[src/rtl/hazard_pkg.sv]
// hazard_pkg: shared scoreboard entry type, forward select encodings and md latency defaults
package hazard_pkg;
  localparam logic [1:0] FWD_RF = 2'd0;
  localparam logic [1:0] FWD_E = 2'd1;
  localparam logic [1:0] FWD_M = 2'd2;
  localparam logic [1:0] FWD_W = 2'd2;
  localparam logic [1:0] FWD_E_FROM_M = 2'd1;
  localparam int MULT_CYCLES_DEF = 5;
  localparam int DIV_CYCLES_DEF = 10;
  typedef struct packed {
    logic       we;
    logic [4:0] addr;
    logic [1:0] tnew;
    logic [4:0] rs;
    logic [4:0] rt;
    logic       md;
    logic       md_div;
  } sb_entry_t;
  function automatic logic sb_match(input logic [4:0] r, input sb_entry_t s);
    return s.we & (s.addr == r) & (r != 5'd0);
  endfunction
  function automatic logic [1:0] sat_dec(input logic [1:0] t);
    return (t == 2'd0) ? 2'd0 : t - 2'd1;
  endfunction
endpackage

[src/rtl/md_busy_counter.sv]
// md_busy_counter: loads the mult/div latency when an md op enters E and counts it down
module md_busy_counter #(
  parameter int MULT_CYCLES = 5,
  parameter int DIV_CYCLES = 10
) (
  input  logic clk,
  input  logic reset,
  input  logic load_i,
  input  logic div_i,
  output logic busy_o
);
  logic [3:0] cnt_q, cnt_d;
  always_comb cnt_d = load_i ? (div_i ? 4'(DIV_CYCLES) : 4'(MULT_CYCLES))
                             : ((cnt_q != 4'd0) ? cnt_q - 4'd1 : cnt_q);
  always_ff @(posedge clk or negedge reset)
    if (!reset) cnt_q <= '0;
    else cnt_q <= cnt_d;
  assign busy_o = (cnt_q != 4'd0);
endmodule

[src/rtl/hazard_scheduler.sv]
// hazard_scheduler: Tnew/Tuse scoreboard producing D-stage stall and all forwarding selects
module hazard_scheduler
  import hazard_pkg::*;
#(
  parameter int MULT_CYCLES = MULT_CYCLES_DEF,
  parameter int DIV_CYCLES = DIV_CYCLES_DEF
) (
  input  logic       clk,
  input  logic       reset,
  input  logic [4:0] rs_D,
  input  logic [4:0] rt_D,
  input  logic       rs_use_D,
  input  logic       rt_use_D,
  input  logic       Tuse_rs,
  input  logic [1:0] Tuse_rt,
  input  logic [1:0] Tnew_E_D,
  input  logic [4:0] WAddr_D,
  input  logic       RegWrite_D,
  input  logic       md_start_D,
  input  logic       md_div_D,
  input  logic       md_use_D,
  output logic       stall,
  output logic [1:0] fwd_rs_D,
  output logic [1:0] fwd_rt_D,
  output logic [1:0] fwd_rs_E,
  output logic [1:0] fwd_rt_E,
  output logic       fwd_rt_M,
  output logic       md_busy
);
  sb_entry_t e_q, m_q, w_q, e_d, m_d, w_d;
  logic rs_stall, rt_stall, md_stall;
  always_comb begin
    e_d = stall ? '0 : '{we: RegWrite_D & (WAddr_D != 5'd0), addr: WAddr_D, tnew: Tnew_E_D,
                         rs: rs_D, rt: rt_D, md: md_start_D, md_div: md_div_D};
    m_d = e_q;
    m_d.tnew = sat_dec(e_q.tnew);
    w_d = m_q;
    w_d.tnew = sat_dec(m_q.tnew);
  end
  always_ff @(posedge clk or negedge reset)
    if (!reset) begin
      e_q <= '0;
      m_q <= '0;
      w_q <= '0;
    end else begin
      e_q <= e_d;
      m_q <= m_d;
      w_q <= w_d;
    end
  md_busy_counter #(.MULT_CYCLES(MULT_CYCLES), .DIV_CYCLES(DIV_CYCLES)) u_md (
    .clk(clk), .reset(reset), .load_i(e_q.md), .div_i(e_q.md_div), .busy_o(md_busy)
  );
  // a producer still computing (tnew > tuse) stalls; tnew == 0 in E/M can be forwarded instead
  assign rs_stall = rs_use_D & ((sb_match(rs_D, e_q) & (e_q.tnew > {1'b0, Tuse_rs}))
                              | (sb_match(rs_D, m_q) & (m_q.tnew > {1'b0, Tuse_rs})));
  assign rt_stall = rt_use_D & ((sb_match(rt_D, e_q) & (e_q.tnew > Tuse_rt))
                              | (sb_match(rt_D, m_q) & (m_q.tnew > Tuse_rt)));
  assign md_stall = md_use_D & (md_busy | e_q.md);
  assign stall = rs_stall | rt_stall | md_stall;
  assign fwd_rs_D = (sb_match(rs_D, e_q) & (e_q.tnew == 2'd0)) ? FWD_E
                  : (sb_match(rs_D, m_q) & (m_q.tnew == 2'd0)) ? FWD_M : FWD_RF;
  assign fwd_rt_D = (sb_match(rt_D, e_q) & (e_q.tnew == 2'd0)) ? FWD_E
                  : (sb_match(rt_D, m_q) & (m_q.tnew == 2'd0)) ? FWD_M : FWD_RF;
  assign fwd_rs_E = (sb_match(e_q.rs, m_q) & (m_q.tnew == 2'd0)) ? FWD_E_FROM_M
                  : sb_match(e_q.rs, w_q) ? FWD_W : FWD_RF;
  assign fwd_rt_E = (sb_match(e_q.rt, m_q) & (m_q.tnew == 2'd0)) ? FWD_E_FROM_M
                  : sb_match(e_q.rt, w_q) ? FWD_W : FWD_RF;
  assign fwd_rt_M = sb_match(m_q.rt, w_q);
endmodule

[config.mk]
export PLATFORM = sky130hd
export DESIGN_NAME = hazard_scheduler
export DESIGN_NICKNAME = d
export VERILOG_FILES = /design/src/rtl/hazard_pkg.sv /design/src/rtl/md_busy_counter.sv /design/src/rtl/hazard_scheduler.sv
export SDC_FILE = /design/constraint.sdc
export NUM_CORES = 1
export LEC_CHECK = 0
export ABC_CLOCK_PERIOD_IN_PS = 4400
export CAP_MARGIN = 15
export CELL_PAD_IN_SITES_DETAIL_PLACEMENT = 0
export CELL_PAD_IN_SITES_GLOBAL_PLACEMENT = 2
export CORE_ASPECT_RATIO = 0.5
export CORE_MARGIN = 5
export CORE_UTILIZATION = 41
export CTS_BUF_LIST = sky130_fd_sc_hd__clkbuf_2
export DETAILED_ROUTE_END_ITERATION = 12
export DONT_BUFFER_PORTS = 1
export GPL_TIMING_DRIVEN = 0
export HOLD_SLACK_MARGIN = 0.08
export PLACE_DENSITY_LB_ADDON = 0.1
export SYNTH_ARGS = -nofsm -noshare
export SYNTH_HDL_FRONTEND = slang
export SYNTH_SLANG_ARGS = --single-unit
[constraint.sdc]
create_clock -name clk -period 4.4 [get_ports clk]
set_input_delay 0.88 -clock clk [delete_from_list [all_inputs] [get_ports clk]]
set_output_delay 0.88 -clock clk [all_outputs]
set_load 0.1 [all_outputs]
==> impl_results.md, run 1 <==
* Result of the run: completed
* R2r worst-path depth at 9
* Post-Syn Area at 2180 um2
* Seq pwr share at 49.5%
* RSZ-0062 raised after global routing: false
* CTS clock-pin slew for the worst setup and hold paths at 0.23 ns
* Final wirelength at 4870 um
* Vias at 1480
* DRT iter0 DRCs at 79
* 1st-pass router iterations at 4
* Grt total ovfl at 0
* Yosys top cell by area: dfrtp_1
* EDFF count, synth at 0
* Commonest cells in the netlist: 43 x dfrtp_1, 37 x xnor2_1, 20 x and2_1
* Final Setup Violations at 0
* Worst IR Drop VDD at 0.202 mV
* Synth Warn # at 0
* Drt drc at 0
* Mapped Avg Cell Area at 11.0 um2
* Yosys top cell area share at 49.4%
* Antenna diodes at 0
* Synth area leaders: dfrtp_1 49%, xnor2_1 15%, and2_1 5.7%
* Vias per cell at 5.21
* Netlist cell types at 34
* Clock share of power at 21.5%
* Number of H-tree levels at 2
* Worst Path Required at 3.52 ns
* Fmax at 0.239 GHz
* HP Class: in2async
* First-pass GRT wire length at 8140 um
* Reg2reg start: u_md.cnt_q[0]$_DFFE_PN0N_
* IO buf count at 0
* Starting Density at 43.4%
* Async SR Flop Fraction at 100%
* Inst Count DP at 274
* Top_reg_cell synth: dfrtp_1
* Pleak at 1.03 nW
* GP Congestion at 0.753
* Max_slew headroom at 32.2%
* CP Data Arrival Time at 3.30 ns
* Mapped Cells at 198
* Fin nets at 249
* Final HPWL DP at 3780 um
* PD cells at 414 nW/um2
* Combinational Power Share at 28.9%
* Largest net degree at the start of global routing at 44
* Die Y at 61.5 um
* Internal reg-to-reg setup slack at 1.70 ns
* Initial antenna violation count at 0
* GRT Resource Usage Total at 15.5%
* Area added between synthesis and finish at 18.1%
* CTS Sinks at 43
* Clock Skew at 0.0330 ns
* Clock buffers created by TritonCTS at 5
* Max Cap Viol at 0
* Root Driver: clkbuf_2
* Core Region at 5020 um2
* Switching power at 0.381 mW
* CP Capture Type: output pin
* Fin crit share at 95.0%
* Critical Path Source Type: flip-flop
* R2R Path End: e_q[19]$_DFF_PN0_
* Most common cell in the netlist: dfrtp_1
* Non-Filler Instances at 284
* Fin. Hold Viols at 0
* I/O pin total at 39
* WL/cell at 17.1 um
* Bufs on Longest Clock Path at 2
* Switching share of power at 35.7%
* Die Area at 6960 um2
* Vias in the first global route at 1599
* Max Slew Vio Count at 0
* Synthesized flop and latch total at 43
* Slew @ Worst Pin at 1.02 ns
* Setup TNS at 0 ns
* Share of layout cells above drive strength 1 at 14.5%
* Pint at 0.684 mW
* Critical setup path kind: reg2out
* Row cnt at 18
* CP max FO at 10
* Die width at 113 um
* Post-DP Area at 2460 um2
* CTS tree: done
* Tmin final at 4.18 ns
* Mapped Nets at 234
* DRT antenna net count at 0
* Final instance area at 2570 um2
* Clk_lat worst skew at 0.41 ns
* Seq/Total Area, Yosys at 49.4%
[state kept, by name (all words and copies together), names as in the netlist]
| name | cells |
|---|---|
| e_q | 20 |
| m_q | 13 |
| w_q | 6 |
| u_md.cnt_q | 4 |
[power groups by stage]
stage / registers (mW) / clock network (mW) / logic (mW)
after floorplan: 0.510 / 0 / 0.245
after global placement: 0.530 / 0 / 0.271
after detailed placement: 0.533 / 0 / 0.289
after CTS: 0.528 / 0.235 / 0.303
after global routing: 0.538 / 0.255 / 0.344
final: 0.528 / 0.229 / 0.308
[worst max-delay path, cell delays in order, from the launching register on]
cell and delay (ns):
dfrtp_1 0.43, inv_1 0.11, ha_1 0.19, nor3b_4 0.30, clkinvlp_4 0.51, o21ai_2 0.31
o41ai_1 0.12, nor4_2 0.26, buf_4 0.24, clkinvlp_4 0.43
[layout by cell type (no fill, tap or decap), types with 2 or more instances in the layout]
cell	n
nor4_4	6
xor2_1	9
xnor2_1	37
nand2_1	8
nor3_1	4
buf_8	5
nand3_1	2
inv_1	5
or4_1	4
nor2b_1	4
o211ai_1	4
nand2b_1	2
ha_1	8
buf_4	2
and2_1	20
clkinvlp_4	2
a21oi_1	3
nor4_1	5
o21ai_0	2
clkbuf_2	5
nand4_1	5
nor2_1	8
dfrtp_1	43
[cell type report]
| class | instances | area [um2] |
|---|---|---|
| Buffer | 2 | 12.5 |
| Clock buffer | 5 | 25.0 |
| Clock inverter | 3 | 43.8 |
| Fill cell | 450 | 2450 |
| Inverter | 7 | 33.8 |
| Multi-Input combinational cell | 146 | 1160 |
| Sequential cell | 43 | 1080 |
| Tap cell | 70 | 87.6 |
| Timing Repair Buffer | 8 | 130 |
[how the worst max path moves through the flow]
stage	slack, ns	from	endpoint	cells past startpoint
after floorplan	0.43	e_q[3]$_DFF_PN0_	fwd_rt_E[1]	4
after global placement	0.30	e_q[3]$_DFF_PN0_	fwd_rt_E[1]	4
after detailed placement	0.45	u_md.cnt_q[0]$_DFFE_PN0N_	stall	9
after CTS	0.11	u_md.cnt_q[0]$_DFFE_PN0N_	stall	9
after global routing	0.08	u_md.cnt_q[1]$_DFFE_PN0N_	stall	9
final	0.22	u_md.cnt_q[0]$_DFFE_PN0N_	stall	9
[stage by stage]
stage          setup WS [ns]  util [%]  total power, mW  hold WS (ns)
6_report               0.221      51.2             1.07         0.156
5_1_grt               0.0755      51.2             1.14        0.0977
4_1_cts                0.106      50.8             1.07         0.104
3_5_place_dp           0.454      49.0            0.822         0.411
3_3_place_gp           0.299      46.2            0.801         0.404
2_1_floorplan          0.426         -            0.755         0.374
[routing by layer]
metal	wire [um]	track usage [%]
met5	0	0
met4	31	3.60
met3	258	5.00
met2	2280	25.3
met1	2300	20.5
[what timing repair did]
action,4_1_cts,5_1_grt
gates resized for setup,5,0
setup buffers,1,0
endpoints found under the hold margin,0,35
pin swaps,1,2
setup endpoints to repair,1,1
hold buffers,0,1
gates cloned,0,0
[cell families (layout without fill, tap and decap cells)]
logic type	after synthesis	count (layout)	share of synthesized area, %
XOR/XNOR	46	46	18.5
AND/OR/NAND/NOR	74	74	20.1
flip-flops	43	43	49.4
buffers and inverters	9	25	1.78
AO/OA/AOI/OAI	18	18	5.63
adder cells (fa/ha/maj)	8	8	4.60
(Power assumes the default switching activity.)
==> run 2, diff against run 1 <==
Settings changed: RECOVER_POWER set to 50.
==> run 2 against run 1 <==
The run now ends with capacitance limit, slew limit left. Critical path depth stayed put. Sequential power hardly changed. First-iteration DRC count is 7.6% lower. Clock skew hardly changed.
==> impl_results.md, run 2 (synthesis results as in run 1) <==
* Final HPWL DP at 3780 um (unchanged)
* Fin. Hold Viols at 0 (unchanged)
* Pleak at 1.02 nW (-0.79%)
* Tmin final at 4.17 ns (-0.00851 ns)
* Clk_lat worst skew at 0.41 ns (about the same)
* Most frequent cells in the layout: 43 x dfrtp_1, 37 x xnor2_1, 20 x and2_1
* Worst path slowest cell: clkinvlp_4
* Fillcell total at 453 (+0.67%)
* Grt total ovfl at 0 (unchanged)
* Slew @ Worst Pin at 1.85 ns (+0.831 ns)
* DRT iter0 DRCs at 73 (-7.6%)
* CP max stage delay at 0.50 ns (about the same)
* PD cells at 416 nW/um2 (+0.50%)
* Reg with most FFs: e_q
* Vias at 1479 (-0.068%)
* Largest net degree at the start of global routing at 44 (unchanged)
* Starting Density at 43.4% (unchanged)
* Vias in the first global route at 1599 (unchanged)
* Fin nets at 249 (unchanged)
* Vias per cell at 5.21 (about the same)
* Max Cap Viol at 1 (+1)
* Fin crit share at 94.8% (-0.19 points)
* HP Class: in2async
* CP Data Arrival Time at 3.29 ns (about the same)
* Final Setup Violations at 0 (unchanged)
* CP Capture Type: output pin
* Failing checks: capacitance limit, slew limit
* CP Cell Sequence: inv_1, ha_1, nor3b_4, clkinvlp_4, o21ai_2, o41ai_1, nor4_2, buf_4, clkinvlp_4
* Commonest non-fill, non-tap cell in the layout: dfrtp_1
* Drt drc at 0 (unchanged)
* Setup TNS at 0 ns (unchanged)
* GP Congestion at 0.753 (unchanged)
* R2R Path End: e_q[19]$_DFF_PN0_
* IO buf count at 0 (unchanged)
* Final wirelength at 4890 um (+0.39%)
* Root Driver: clkbuf_2
* CTS Sinks at 43 (unchanged)
* Number of H-tree levels at 2 (unchanged)
* Clock Skew at 0.0328 ns (-0.000241 ns)
* Post-DP Area at 2460 um2 (unchanged)
* Area added between synthesis and finish at 17.3%
* R2r worst-path depth at 9 (unchanged)
* Max FFs per register at 20 (unchanged)
* Max Slew Vio Count at 36 (+36)
* Critical setup path kind: reg2out
* Reg2reg start: u_md.cnt_q[0]$_DFFE_PN0N_
* Bufs on Longest Clock Path at 2 (unchanged)
* Share of layout cells above drive strength 1 at 14.0% (-0.47 points)
* CP max FO at 10 (unchanged)
* First-pass GRT wire length at 8140 um (unchanged)
* Max_slew headroom at -23.5% (-56 points)
* Die Area at 6960 um2 (unchanged)
* DRT antenna net count at 0 (unchanged)
* Internal reg-to-reg setup slack at 1.70 ns (about the same)
* Initial antenna violation count at 0 (unchanged)
* Final instance area at 2560 um2 (-0.63%)
* Non-Filler Instances at 284 (unchanged)
* Antenna diodes at 0 (unchanged)
* CTS tree: done
* Clock buffers created by TritonCTS at 5 (unchanged)
* Critical Path Source Type: flip-flop
* Core Region at 5020 um2 (unchanged)
* CTS clock-pin slew for the worst setup and hold paths at 0.23 ns (about the same)
* Result of the run: finished with violations
* Worst IR Drop VDD at 0.202 mV (about the same)
* Die width at 113 um (unchanged)
* WL/cell at 17.2 um (+0.39%)
* Worst Path Required at 3.52 ns (about the same)
* GRT Resource Usage Total at 15.5% (unchanged)
* 1st-pass router iterations at 4 (unchanged)
* Fmax at 0.240 GHz (+0.20%)
* Row cnt at 18 (unchanged)
* Die Y at 61.5 um (unchanged)
* Registers with the most flip-flops: e_q: 20 flops, m_q: 13 flops, w_q: 6 flops
* RSZ-0062 raised after global routing: false
* Inst Count DP at 274 (unchanged)
* Most frequent CP cell: clkinvlp_4
* I/O pin total at 39 (unchanged)
run 2: changes by cell type in the layout (fill, tap and decap cells not counted):
cell / delta
clkbuf_1: +1
buf_12: -1
run 2: worst max-delay path: cells and delay by family, from the launching register on:
kind,cells,cell delay [ns]
buffers and inverters,4,1.28
and+or+nand+nor,2,0.55
DFF,1,0.43
adders and majority gates,1,0.19
AOI/OAI and AO/OA,2,0.43
run 2: metrics by stage:
step	hold slack, ns	setup slack, ns	power [mW]	util, %
final	0.157	0.230	1.06	50.9
after global routing	0.0976	0.0755	1.14	50.9
after CTS	0.104	0.106	1.07	50.8
after detailed placement	0.411	0.454	0.822	49.0
after global placement	0.404	0.299	0.801	46.2
after floorplan	0.374	0.426	0.755	-
run 2: timing repair:
action                     CTS  global route
hold endpoints to repair     0            35
gates resized for setup      5             0
pin swaps                    1             2
buffers inserted             1             0
hold buffers                 0             1
setup endpoints to repair    1             1
run 2: final cells by class:
class	instances	area (um2)	share of cell area, %
clock inverters	3	43.8	1.71
well taps	70	87.6	3.43
repair buffers	8	114	4.45
clock buffers	5	25.0	0.979
multi-input cells	146	1160	45.5
plain buffers	2	12.5	0.489
flip-flops and latches	43	1080	42.1
inverters	7	33.8	1.32
run 2: how the worst max path moves through the flow:
stage,slack (ns),from,cells after the start,endpoint
floorplan,0.43,e_q[3]$_DFF_PN0_,4,fwd_rt_E[1]
global placement,0.30,e_q[3]$_DFF_PN0_,4,fwd_rt_E[1]
detailed placement,0.45,u_md.cnt_q[0]$_DFFE_PN0N_,9,stall
CTS,0.11,u_md.cnt_q[0]$_DFFE_PN0N_,9,stall
global route,0.08,u_md.cnt_q[1]$_DFFE_PN0N_,9,stall
finish,0.23,u_md.cnt_q[0]$_DFFE_PN0N_,9,stall
run 2: layer usage:
metal	global-route usage, %	vias up	part of all wire [%]
li1	-	713	-
met1	20.5	738	48
met2	25.3	24	47
met3	5.00	4	5.3
met4	3.60	0	0.63
met5	0	-	0
run 2: report_power, final:
group | switching (mW) | internal [mW] | leakage (nW)
sequential | 0.0758 | 0.452 | 0.549
combinational | 0.172 | 0.134 | 0.433
clock | 0.133 | 0.0962 | 0.0429
total | 0.381 | 0.683 | 1.02
==> run 3, diff against run 2 <==
Settings changed: CAP_MARGIN 15 to 20, SETUP_SLACK_MARGIN set to 0.15.
==> run 3 against run 2 <==
Largest power group unchanged. Final area increased by 3.0%. Clock power about the same. Die area unchanged. Utilization increased by 1.5 points. Critical path depth unchanged. Worst hold slack improved by 0.0011 ns. Wire length increased by 2.3%. Count of clock-buffer cells in the layout unchanged. Total power increased by 3.6%. Combinational power increased by 12%. First-iteration DRC count decreased by 4.1%. Fmax increased by 0.83%. The flow still finishes with violations (capacitance limit, slew limit).
==> impl_results.md, run 3 (synthesis results as in run 1) <==
* Vias in the first global route at 1599 (unchanged)
* Slew @ Worst Pin at 1.87 ns (+0.0193 ns)
* Number of H-tree levels at 2 (unchanged)
* Setup TNS at 0 ns (unchanged)
* PD cells at 419 nW/um2 (+0.59%)
* Fin nets at 256 (+2.8%)
* Die width at 113 um (unchanged)
* Drt drc at 0 (unchanged)
* Worst IR Drop VDD at 0.210 mV (+3.9%)
* Row cnt at 18 (unchanged)
* Clk_lat worst skew at 0.41 ns (about the same)
* Commonest non-fill, non-tap cell in the layout: dfrtp_1
* Failing checks: capacitance limit, slew limit
* Switching share of power at 35.8% (-0.065 points)
* Final instance area at 2630 um2 (+3.0%)
* Worst Path Required at 3.52 ns (about the same)
* Clock Skew at 0.0328 ns (+0.0000126 ns)
* Result of the run: finished with violations
* DRT iter0 DRCs at 70 (-4.1%)
* Fmax at 0.242 GHz (+0.83%)
* DRT antenna net count at 0 (unchanged)
* HP Class: in2async
* Switching power at 0.394 mW (+3.4%)
* Fin. Hold Viols at 0 (unchanged)
* Combinational Power Share at 31.2% (+2.4 points)
* Initial antenna violation count at 0 (unchanged)
* IO buf count at 0 (unchanged)
* Root Driver: clkbuf_2
* Max FFs per register at 20 (unchanged)
* CTS clock-pin slew for the worst setup and hold paths at 0.23 ns (about the same)
* Die Y at 61.5 um (unchanged)
* Seq pwr share at 48.0% (-1.6 points)
* WL/cell at 17.2 um (-0.19%)
* CTS tree: done
* Most frequent cells in the layout: 43 x dfrtp_1, 37 x xnor2_1, 20 x and2_1
* Post-DP Area at 2460 um2 (unchanged)
* Final HPWL DP at 3780 um (unchanged)
* Starting Density at 43.4% (unchanged)
* Core Region at 5020 um2 (unchanged)
* Final wirelength at 5000 um (+2.3%)
* Registers with the most flip-flops: e_q: 20 flops, m_q: 13 flops, w_q: 6 flops
* Pint at 0.708 mW (+3.7%)
* GRT Resource Usage Total at 15.5% (unchanged)
* Tmin final at 4.14 ns (-0.0345 ns)
* Max_slew headroom at -24.7% (-1.3 points)
* Share of layout cells above drive strength 1 at 18.6% (+4.5 points)
* Final Setup Violations at 0 (unchanged)
* Pleak at 1.06 nW (+3.4%)
* Max Cap Viol at 1 (unchanged)
* Max Slew Vio Count at 36 (unchanged)
* CP max FO at 3 (-7)
* 1st-pass router iterations at 4 (unchanged)
* I/O pin total at 39 (unchanged)
* Antenna diodes at 0 (unchanged)
* First-pass GRT wire length at 8140 um (unchanged)
* Area added between synthesis and finish at 20.8%
* GP Congestion at 0.753 (unchanged)
* Critical setup path kind: reg2out
* CP Data Arrival Time at 3.26 ns (-0.03 ns)
* Vias per cell at 5.14 (-1.3%)
* Clock buffers created by TritonCTS at 5 (unchanged)
* Vias at 1495 (+1.1%)
* RSZ-0062 raised after global routing: false
* Largest net degree at the start of global routing at 44 (unchanged)
* Fin crit share at 94.0% (-0.78 points)
* Grt total ovfl at 0 (unchanged)
* Bufs on Longest Clock Path at 2 (unchanged)
* Die Area at 6960 um2 (unchanged)
* CP Capture Type: output pin
* Reg with most FFs: e_q
* Critical Path Source Type: flip-flop
* Clock share of power at 20.8% (-0.8 points)
* CTS Sinks at 43 (unchanged)
==> run 3: path summary, 6_finish.rpt <==
| kind | depth (start not counted) | start | end | slack, ns |
|---|---|---|---|---|
| worst max-delay path | 9 | u_md.cnt_q[0]$_DFFE_PN0N_ | stall | 0.26 |
| worst min-delay path | 0 | reset | m_q[13]$_DFF_PN0_ | 0.16 |
| worst max register to register | 11 | u_md.cnt_q[0]$_DFFE_PN0N_ | e_q[19]$_DFF_PN0_ | 1.54 |
| worst min register to register | 0 | e_q[19]$_DFF_PN0_ | m_q[19]$_DFF_PN0_ | 0.44 |
| max in group asynchronous | 1 | reset | m_q[6]$_DFF_PN0_ | 2.40 |
| min in group clk | 0 | e_q[19]$_DFF_PN0_ | m_q[19]$_DFF_PN0_ | 0.44 |
==> run 3: routing by layer <==
| metal | vias up | routed length [um] | global-route usage [%] |
|---|---|---|---|
| met1 | 740 | 2370 | 20.5 |
| met4 | 0 | 31 | 3.60 |
| met3 | 4 | 260 | 5.00 |
| met2 | 24 | 2330 | 25.3 |
| met5 | - | 0 | 0 |
| li1 | 727 | - | - |
==> run 3: final cells by class <==
| type | count | area [um2] |
|---|---|---|
| plain buffers | 2 | 12.5 |
| fillers | 456 | 2390 |
| well taps | 70 | 87.6 |
| clock buffers | 5 | 25.0 |
| flip-flops and latches | 43 | 1080 |
| multi-input cells | 146 | 1180 |
| repair buffers | 15 | 170 |
| inverters | 7 | 33.8 |
| clock inverters | 3 | 43.8 |
==> run 3: worst max-delay path, stage by stage, from the launching register on <==
cell        delay, ns
dfrtp_1          0.44
inv_2            0.10
ha_4             0.14
nor3b_4          0.27
clkinvlp_4       0.50
o21ai_2          0.32
o41ai_2          0.12
nor4_2           0.34
buf_4            0.21
clkinvlp_4       0.41
==> run 3: through the flow <==
step                power (mW)  std cells  hold slack (ns)  setup slack, ns  util (%)
floorplan                0.755        198            0.374            0.426         -
global placement         0.801        268            0.404            0.299      46.2
detailed placement       0.822        274            0.411            0.454      49.0
CTS                       1.07        283            0.104            0.218      50.8
global route              1.18        291           0.0976            0.106      52.4
finish                    1.10        291            0.158            0.264      52.4
==> run 3: power by group through the flow <==
stage                     sequential [mW]  combinational, mW  clock [mW]
final                               0.529              0.344       0.229
after global routing                0.540              0.381       0.255
after CTS                           0.528              0.303       0.235
after detailed placement            0.533              0.289           0
after global placement              0.530              0.271           0
after floorplan                     0.510              0.245           0
==> run 3: repair_timing <==
| item | 4_1_cts | 5_1_grt |
|---|---|---|
| hold endpoints to repair | 0 | 35 |
| hold buffers | 0 | 1 |
| pin swaps | 2 | 2 |
| endpoints found under the setup margin | 1 | 1 |
| cloned | 0 | 1 |
| resized for setup | 5 | 5 |
| setup buffers | 1 | 6 |
